## config.mk

```make
export PLATFORM = sky130hd
export DESIGN_NAME = counter_ctrl
export DESIGN_NICKNAME = d
export VERILOG_FILES = /design/src/rtl/counter_ctrl_pkg.sv /design/src/rtl/counter_ctrl_tick_gen.sv /design/src/rtl/counter_ctrl.sv
export SDC_FILE = /design/constraint.sdc
export NUM_CORES = 1
export LEC_CHECK = 0
export ABC_CLOCK_PERIOD_IN_PS = 2600
export CAP_MARGIN = 20
export CORE_MARGIN = 2
export CORE_UTILIZATION = 45
export CTS_CLUSTER_DIAMETER = 100
export DETAILED_ROUTE_END_ITERATION = 6
export GPL_TIMING_DRIVEN = 0
export PLACE_DENSITY_LB_ADDON = 0.12
export SYNTH_ARGS = -nofsm -noshare
export SYNTH_HDL_FRONTEND = slang
export SYNTH_SLANG_ARGS = --single-unit
```

## constraint.sdc

```tcl
create_clock -name clk -period 2.6 [get_ports clk]
set_input_delay 0.39 -clock clk [delete_from_list [all_inputs] [get_ports clk]]
set_output_delay 0.39 -clock clk [all_outputs]
set_load 0.01 [all_outputs]
```

## src/rtl/counter_ctrl_pkg.sv

```systemverilog
// Shared encodings for the counter sequencer: architectural modes, FSM states, digit count.
package counter_ctrl_pkg;

  localparam logic [1:0] MODE_HOLD = 2'b00;
  localparam logic [1:0] MODE_UP   = 2'b01;
  localparam logic [1:0] MODE_DOWN = 2'b10;

  // State encoding reuses the mode encoding so the mode output is a plain copy outside LOAD.
  typedef enum logic [1:0] {
    ST_HOLD = MODE_HOLD,
    ST_UP   = MODE_UP,
    ST_DOWN = MODE_DOWN,
    ST_LOAD = 2'b11
  } state_t;

  localparam int NUM_DIGITS = 4;

  function automatic logic [1:0] next_mode(input logic [1:0] m);
    case (m)
      MODE_HOLD: next_mode = MODE_UP;
      MODE_UP:   next_mode = MODE_DOWN;
      default:   next_mode = MODE_HOLD;
    endcase
  endfunction

endpackage

```

## src/rtl/counter_ctrl_tick_gen.sv

```systemverilog
// Free-running prescaler 0..DIV-1; wrap is a combinational compare of the registered count.
// Runs unconditionally out of reset; no stall input.
module tick_gen #(
  parameter int DIV = 2
) (
  input  logic clk,
  input  logic clr,
  output logic wrap
);

  localparam int W = $clog2(DIV);

  logic [W-1:0] cnt_q;
  logic [W-1:0] cnt_d;

  assign wrap  = (cnt_q == W'(DIV - 1));
  assign cnt_d = wrap ? '0 : cnt_q + W'(1);

  always_ff @(posedge clk) begin
    if (!clr) cnt_q <= '0;
    else      cnt_q <= cnt_d;
  end

endmodule

```

## src/rtl/counter_ctrl.sv

```systemverilog
// Mode FSM with load insertion, button edge detectors, step strobe and digit-scan select.
// Single clock; all outputs registered or decoded from registers, one-cycle decision latency.
module counter_ctrl
  import counter_ctrl_pkg::*;
#(
  parameter int CLK_HZ  = 100_000_000,
  parameter int TICK_HZ = 1,
  parameter int SCAN_HZ = 400
) (
  input  logic       clk,
  input  logic       clr,
  input  logic       btn_db,
  input  logic       load_db,
  input  logic       enable,
  output logic [1:0] mode,
  output logic       cnt_tick,
  output logic       cnt_up,
  output logic       cnt_load,
  output logic [1:0] sel
);

  localparam int TICK_DIV = CLK_HZ / TICK_HZ;
  localparam int SCAN_DIV = CLK_HZ / SCAN_HZ;

  state_t     state_q, state_d;
  logic [1:0] ret_q, ret_d;
  logic       cnt_up_q, cnt_up_d;
  logic       cnt_tick_q, cnt_tick_d;
  logic [1:0] sel_q;
  logic       btn_prev_q, load_prev_q;
  logic       btn_rise, load_rise;
  logic       step_wrap, scan_wrap;

  tick_gen #(.DIV(TICK_DIV)) u_step_gen (.clk(clk), .clr(clr), .wrap(step_wrap));
  tick_gen #(.DIV(SCAN_DIV)) u_scan_gen (.clk(clk), .clr(clr), .wrap(scan_wrap));

  assign btn_rise  = btn_db & ~btn_prev_q;
  assign load_rise = load_db & ~load_prev_q;

  always_comb begin
    state_d  = state_q;
    ret_d    = ret_q;
    cnt_up_d = cnt_up_q;
    // LOAD always lasts one cycle; any button activity during it is dropped.
    if (state_q == ST_LOAD) begin
      state_d = state_t'(ret_q);
    end else if (load_rise) begin
      state_d = ST_LOAD;
      ret_d   = state_q;
    end else if (btn_rise) begin
      state_d = state_t'(next_mode(state_q));
    end
    if (state_d == ST_UP)        cnt_up_d = 1'b1;
    else if (state_d == ST_DOWN) cnt_up_d = 1'b0;
  end

  // A wrap masked by enable, HOLD or LOAD is simply lost.
  assign cnt_tick_d = step_wrap & enable & ((state_q == ST_UP) | (state_q == ST_DOWN));

  always_ff @(posedge clk) begin
    if (!clr) begin
      state_q     <= ST_HOLD;
      ret_q       <= MODE_HOLD;
      cnt_up_q    <= 1'b1;
      cnt_tick_q  <= 1'b0;
      sel_q       <= '0;
      btn_prev_q  <= 1'b1;
      load_prev_q <= 1'b1;
    end else begin
      state_q     <= state_d;
      ret_q       <= ret_d;
      cnt_up_q    <= cnt_up_d;
      cnt_tick_q  <= cnt_tick_d;
      if (scan_wrap) sel_q <= sel_q + 2'd1;
      btn_prev_q  <= btn_db;
      load_prev_q <= load_db;
    end
  end

  assign mode     = (state_q == ST_LOAD) ? ret_q : state_q;
  assign cnt_load = (state_q == ST_LOAD);
  assign cnt_up   = cnt_up_q;
  assign cnt_tick = cnt_tick_q;
  assign sel      = sel_q;

endmodule

```

# == After elaboration in Yosys (flattened, before gate mapping) ==
# Index checks and enable logic that the tools add are counted.
# classes
add_sub_neg,3
n_reduce_logical,5
bitwise,9
eq_ne,7
muxes,5
# op_table
operator,count
$add 27x1->27 const B,1
$eq 27x27->1 const B,1
$add 18x1->18 const B,1
$eq 18x18->1 const B,1
$mux 2,4
$eq 2x2->1 const B,3
$reduce_or 2->1,3
$and 1x1->1,4
$eq 2x1->1 const B,2
$not 1->1,4
$pmux 2 s2,1
$add 2x1->2 const B,1
$logic_not 2->1,1
$reduce_and 2->1,1
$or 1x1->1,1
# totals
regBits,55
output_inout_bits,7

# == Depth between registers and ports, before layout ==
# depth
ltp_word,7
mapped_depth,8
depth_no_buf,7

# == Modules after synthesis ==
# Synthesis repeated with hierarchy kept, for this count alone.
# unflattened
hier_cells,295
hier_area_um2,2622.5
# modules_own_cells
mod,area_per_inst_um2,cells_per_inst,n_inst
tick_gen at u_step_gen,1355.0,154,1
tick_gen at u_scan_gen,805.8,91,1
counter_ctrl,461.7,50,1

# == Least setup slack after synthesis ==
# Ideal clock, no wire load.
# synth_path
path_type,flip-flop to flip-flop
startpoint,register u_step_gen.cnt_q[10]
endpoint,register u_step_gen.cnt_q[11]
setup_ns,0.115
stages_incl_launch_ff,8
path_buffers,2
synth_period_minus_slack_ns,1.825
path_slack_ns,0.775
t_arrival_ns,1.710
t_required_ns,2.485
cell_sequence,dfxtp_1 -> nor4b_2 -> nand2_1 -> or4_1 -> buf_2 -> o21ai_4 -> buf_6 -> nor2_1
# synth_via
elab_chain_len,2
# synth_rtl
element,line_no,rtl
"start, declared",counter_ctrl_tick_gen.sv:13,logic [W-1:0] cnt_q;
"start signal, assigned",counter_ctrl_tick_gen.sv:21,else cnt_q <= cnt_d;
branches (longest 2 deep; another with $add 27x1->27),--,
# Several ways; the timed one is not identified.
# A chain may end at the register's enable or synchronous reset.

# == Worst setup path in the final report ==
# layout_path
startpoint,register state_q[0]
endpoint,output mode[1]
# layout_via
elab_chain_len,2
# layout_rtl
element,line_no,rtl
"start, declared",counter_ctrl.sv:25,"state_t state_q, state_d;"
"start signal, assigned",counter_ctrl.sv:70,state_q <= state_d;
$eq 2x2->1,counter_ctrl.sv:80,assign mode = (state_q == ST_LOAD) ? ret_q : state_q;
$mux 2,counter_ctrl.sv:80,
"end, declared",counter_ctrl.sv:15,"output logic [1:0] mode,"
# No other way between the ends.

==> out/results.ini <==
[global_routing]
grt_use_total_pct = 18.01
grt_pass1_wl_mm = 9.204
antenna_found_initial = 0
grt_pass1_vias = 2002
gr-total-overflow = 0
grt_max_degree = 17

[setup_path]
critical-path-top-delay-family = buffers and inverters
cp.required_ps = 2210
r2r-start = u_scan_gen.cnt_q[0]
start_kind = flop
arrival_ps = 1800
cp_max_fo = 8
crit_type = flop to output pin
crit_slowest_cell = clkdlybuf4s50_1
critPathBufInv = 1
crit_chain = ha_1 -> nand2_1 -> o21ai_0 -> clkdlybuf4s50_1
crit_path_end_kind = output pin
r2r-end = u_scan_gen.cnt_q[13]
rr_worst_depth = 6
slowest_delay_ps = 560
rrSetupSlack_ps = 440

[finish]
utilization_pct = 52.44
finalNonFillerCells = 397
layout-drive-gt1-share_pct = 8.000
mostFrequentLayoutCells = dfxtp_1 (55), nor2_1 (44), nand3_1 (25)
diodes = 0
syn_to_final_growth_pct = 10.82
final_nets = 334
layout_commonest_cell = dfxtp_1
fillCellCount = 563

[cts]
post-cts-setup-buffers = 0
htreeDepth = 2
clockRootBuffer = clkbuf_8
clkLatencyLatePin_ps = 310
cts_buffer_depth = 2
cts_tree = yes
cts_buffers = 5
cts.hold.buffers_added = 0
path_clk_slew_ps = 100
cts_resized = 0
clock_sinks = 55

[yosys]
ys_types = 48
synth_top_area_cell = dfxtp_1
synth-seq-cells = 55
synth_ff_type = dfxtp_1
synth_seq_area_share_pct = 41.75
async_reset_ff_share_pct = 0
synth.area.top_cells = dfxtp_1 (42%), xor2_1 (6.3%), nor2_1 (6.3%)
syn_area_per_cell_um2 = 8.619
yosys.area.top_type_share_pct = 41.75
yosysWarnings = 0
synth_area_um2 = 2638
netlist_instances = 306
synth_edf_count = 0
syn_nets = 316

[timing]
fmax_mhz = 457.4
skew_ps = 7.816
layout_min_cycle_time_ps = 2186
maxSlewViolCount = 0
worst_pin_slew_ps = 575.0
tns_ps = 0
hold_viol_final = 0
setup_viol = 0
min_period_over_period_pct = 84.10
slew_headroom_pct = 61.13
rsz0062_at_grt = no

[worst_hold_path]
min_delay_path_depth = 1
min_to = u_step_gen.cnt_q[0]
worstHoldStart = u_step_gen.cnt_q[0]
worstHoldPathType = flop to flop

[power]
ir_drop_mv = 0.2489
p_leak_nw = 1.002
cellPowerDensity_nw_per_um2 = 483.6

[placement]
port_buffers = 11
post-dp-hpwl_mm = 3.655
gp_congestion = 0.8716
dp_cells = 389

[floorplanning]
start_util_pct = 47.32
fp.dieH_um = 80.56
die_x_um = 80.56
row_count = 27
io-pin-count = 12
design.core.area_um2 = 5574
die_area_um2 = 6490

[routing]
ant_nets = 0
wire_per_inst_um = 12.94
num_vias = 2124
via_per_inst = 5.350
drtIter0Drc = 122
wl_mm = 5.139
route.detailed.drc = 0
dr.pass1.iters = 4

[flow_run]
cap_violations = 0

[run_status]
status = complete, no violations

-- worst register-to-register path, stage by stage (launching register included) --
cell and delay, ps:
dfxtp_1 380, ha_1 220, and3_1 240, nand4_1 170, o21ai_1 520, clkbuf_1 420
nor2_1 100
-- how the worst max path moves through the flow --
stage | from | end | slack, ps | cells past startpoint
2_1_floorplan | u_step_gen.cnt_q[10] | u_step_gen.cnt_q[11] | 770 | 7
3_3_place_gp | u_scan_gen.cnt_q[0] | u_scan_gen.cnt_q[15] | 450 | 6
3_5_place_dp | u_scan_gen.cnt_q[0] | u_scan_gen.cnt_q[13] | 420 | 6
4_1_cts | u_scan_gen.cnt_q[0] | u_scan_gen.cnt_q[13] | 400 | 6
5_1_grt | u_scan_gen.cnt_q[0] | u_scan_gen.cnt_q[13] | 190 | 6
6_report | state_q[0] | mode[1] | 410 | 4
-- synthesized netlist by cell type, types with 2 or more instances --
library cell	n
a211oi_1	2
a21oi_1	4
a31oi_1	3
and2_1	9
and3_1	5
and3_2	2
and3b_1	2
buf_2	2
buf_6	4
clkbuf_1	3
dfxtp_1	55
ha_1	5
inv_1	9
mux2i_1	2
nand2_1	21
nand2b_1	4
nand3_1	25
nand3b_1	2
nand4_1	11
nor2_1	44
nor2b_1	7
nor3_1	10
nor4_1	4
nor4b_1	3
o21a_1	3
o21ai_0	8
o22ai_1	4
xnor2_1	15
xor2_1	19
-- layout make-up --
| cell class | instances | area [µm²] | share of cell area [%] |
|---|---|---|---|
| multi-input cells | 232 | 1431 | 48.97 |
| flip-flops and latches | 55 | 1101 | 37.67 |
| repair buffers | 11 | 110.1 | 3.767 |
| well taps | 72 | 90.09 | 3.082 |
| clock buffers | 6 | 72.57 | 2.483 |
| plain buffers | 10 | 71.32 | 2.440 |
| inverters | 9 | 33.78 | 1.156 |
| clock inverters | 2 | 12.51 | 0.4281 |
-- sequential cells by signal (all words and copies together) (netlist names), 2 cells and up --
register,cells
ret_q,2
state_q,2
u_step_gen.cnt_q,27
u_scan_gen.cnt_q,18
sel,2
-- layer usage --
| metal | track usage (%) | part of all wire (%) | vias to the layer above |
|---|---|---|---|
| met5 | 0 | 0 | - |
| met4 | 6.610 | 1.5 | 0 |
| met3 | 2.921 | 3.0 | 7 |
| met2 | 28.17 | 43 | 24 |
| met1 | 24.88 | 53 | 1000 |
| li1 | - | - | 1093 |
-- logic make-up after synthesis --
family | Yosys count | synth area share (%)
simple gates | 162 | 32.78
flops | 55 | 41.75
xor+xnor | 34 | 11.29
compound gates | 29 | 7.068
buf+inv | 19 | 3.984
fa+ha+maj | 5 | 2.372
mux | 2 | 0.7590
-- stage by stage --
step | area [µm²] | power (mW) | setup WS (ps) | hold slack (ps)
2_1_floorplan | 2638 | 0.9356 | 774.9 | 426.1
3_3_place_gp | 2838 | 0.9652 | 454.1 | 442.0
3_5_place_dp | 2838 | 0.9661 | 420.4 | 453.9
4_1_cts | 2923 | 1.430 | 400.2 | 477.8
5_1_grt | 2923 | 1.472 | 193.1 | 492.7
6_report | 2923 | 1.413 | 413.5 | 470.2
-- where the power goes --
part | total [mW] | switching, mW | internal (mW)
clock network | 0.468 | 0.279 | 0.189
registers | 0.870 | 0.0131 | 0.857
logic | 0.0748 | 0.0380 | 0.0367
total | 1.41 | 0.330 | 1.08
No activity file was read; power rests on OpenSTA's default activity.
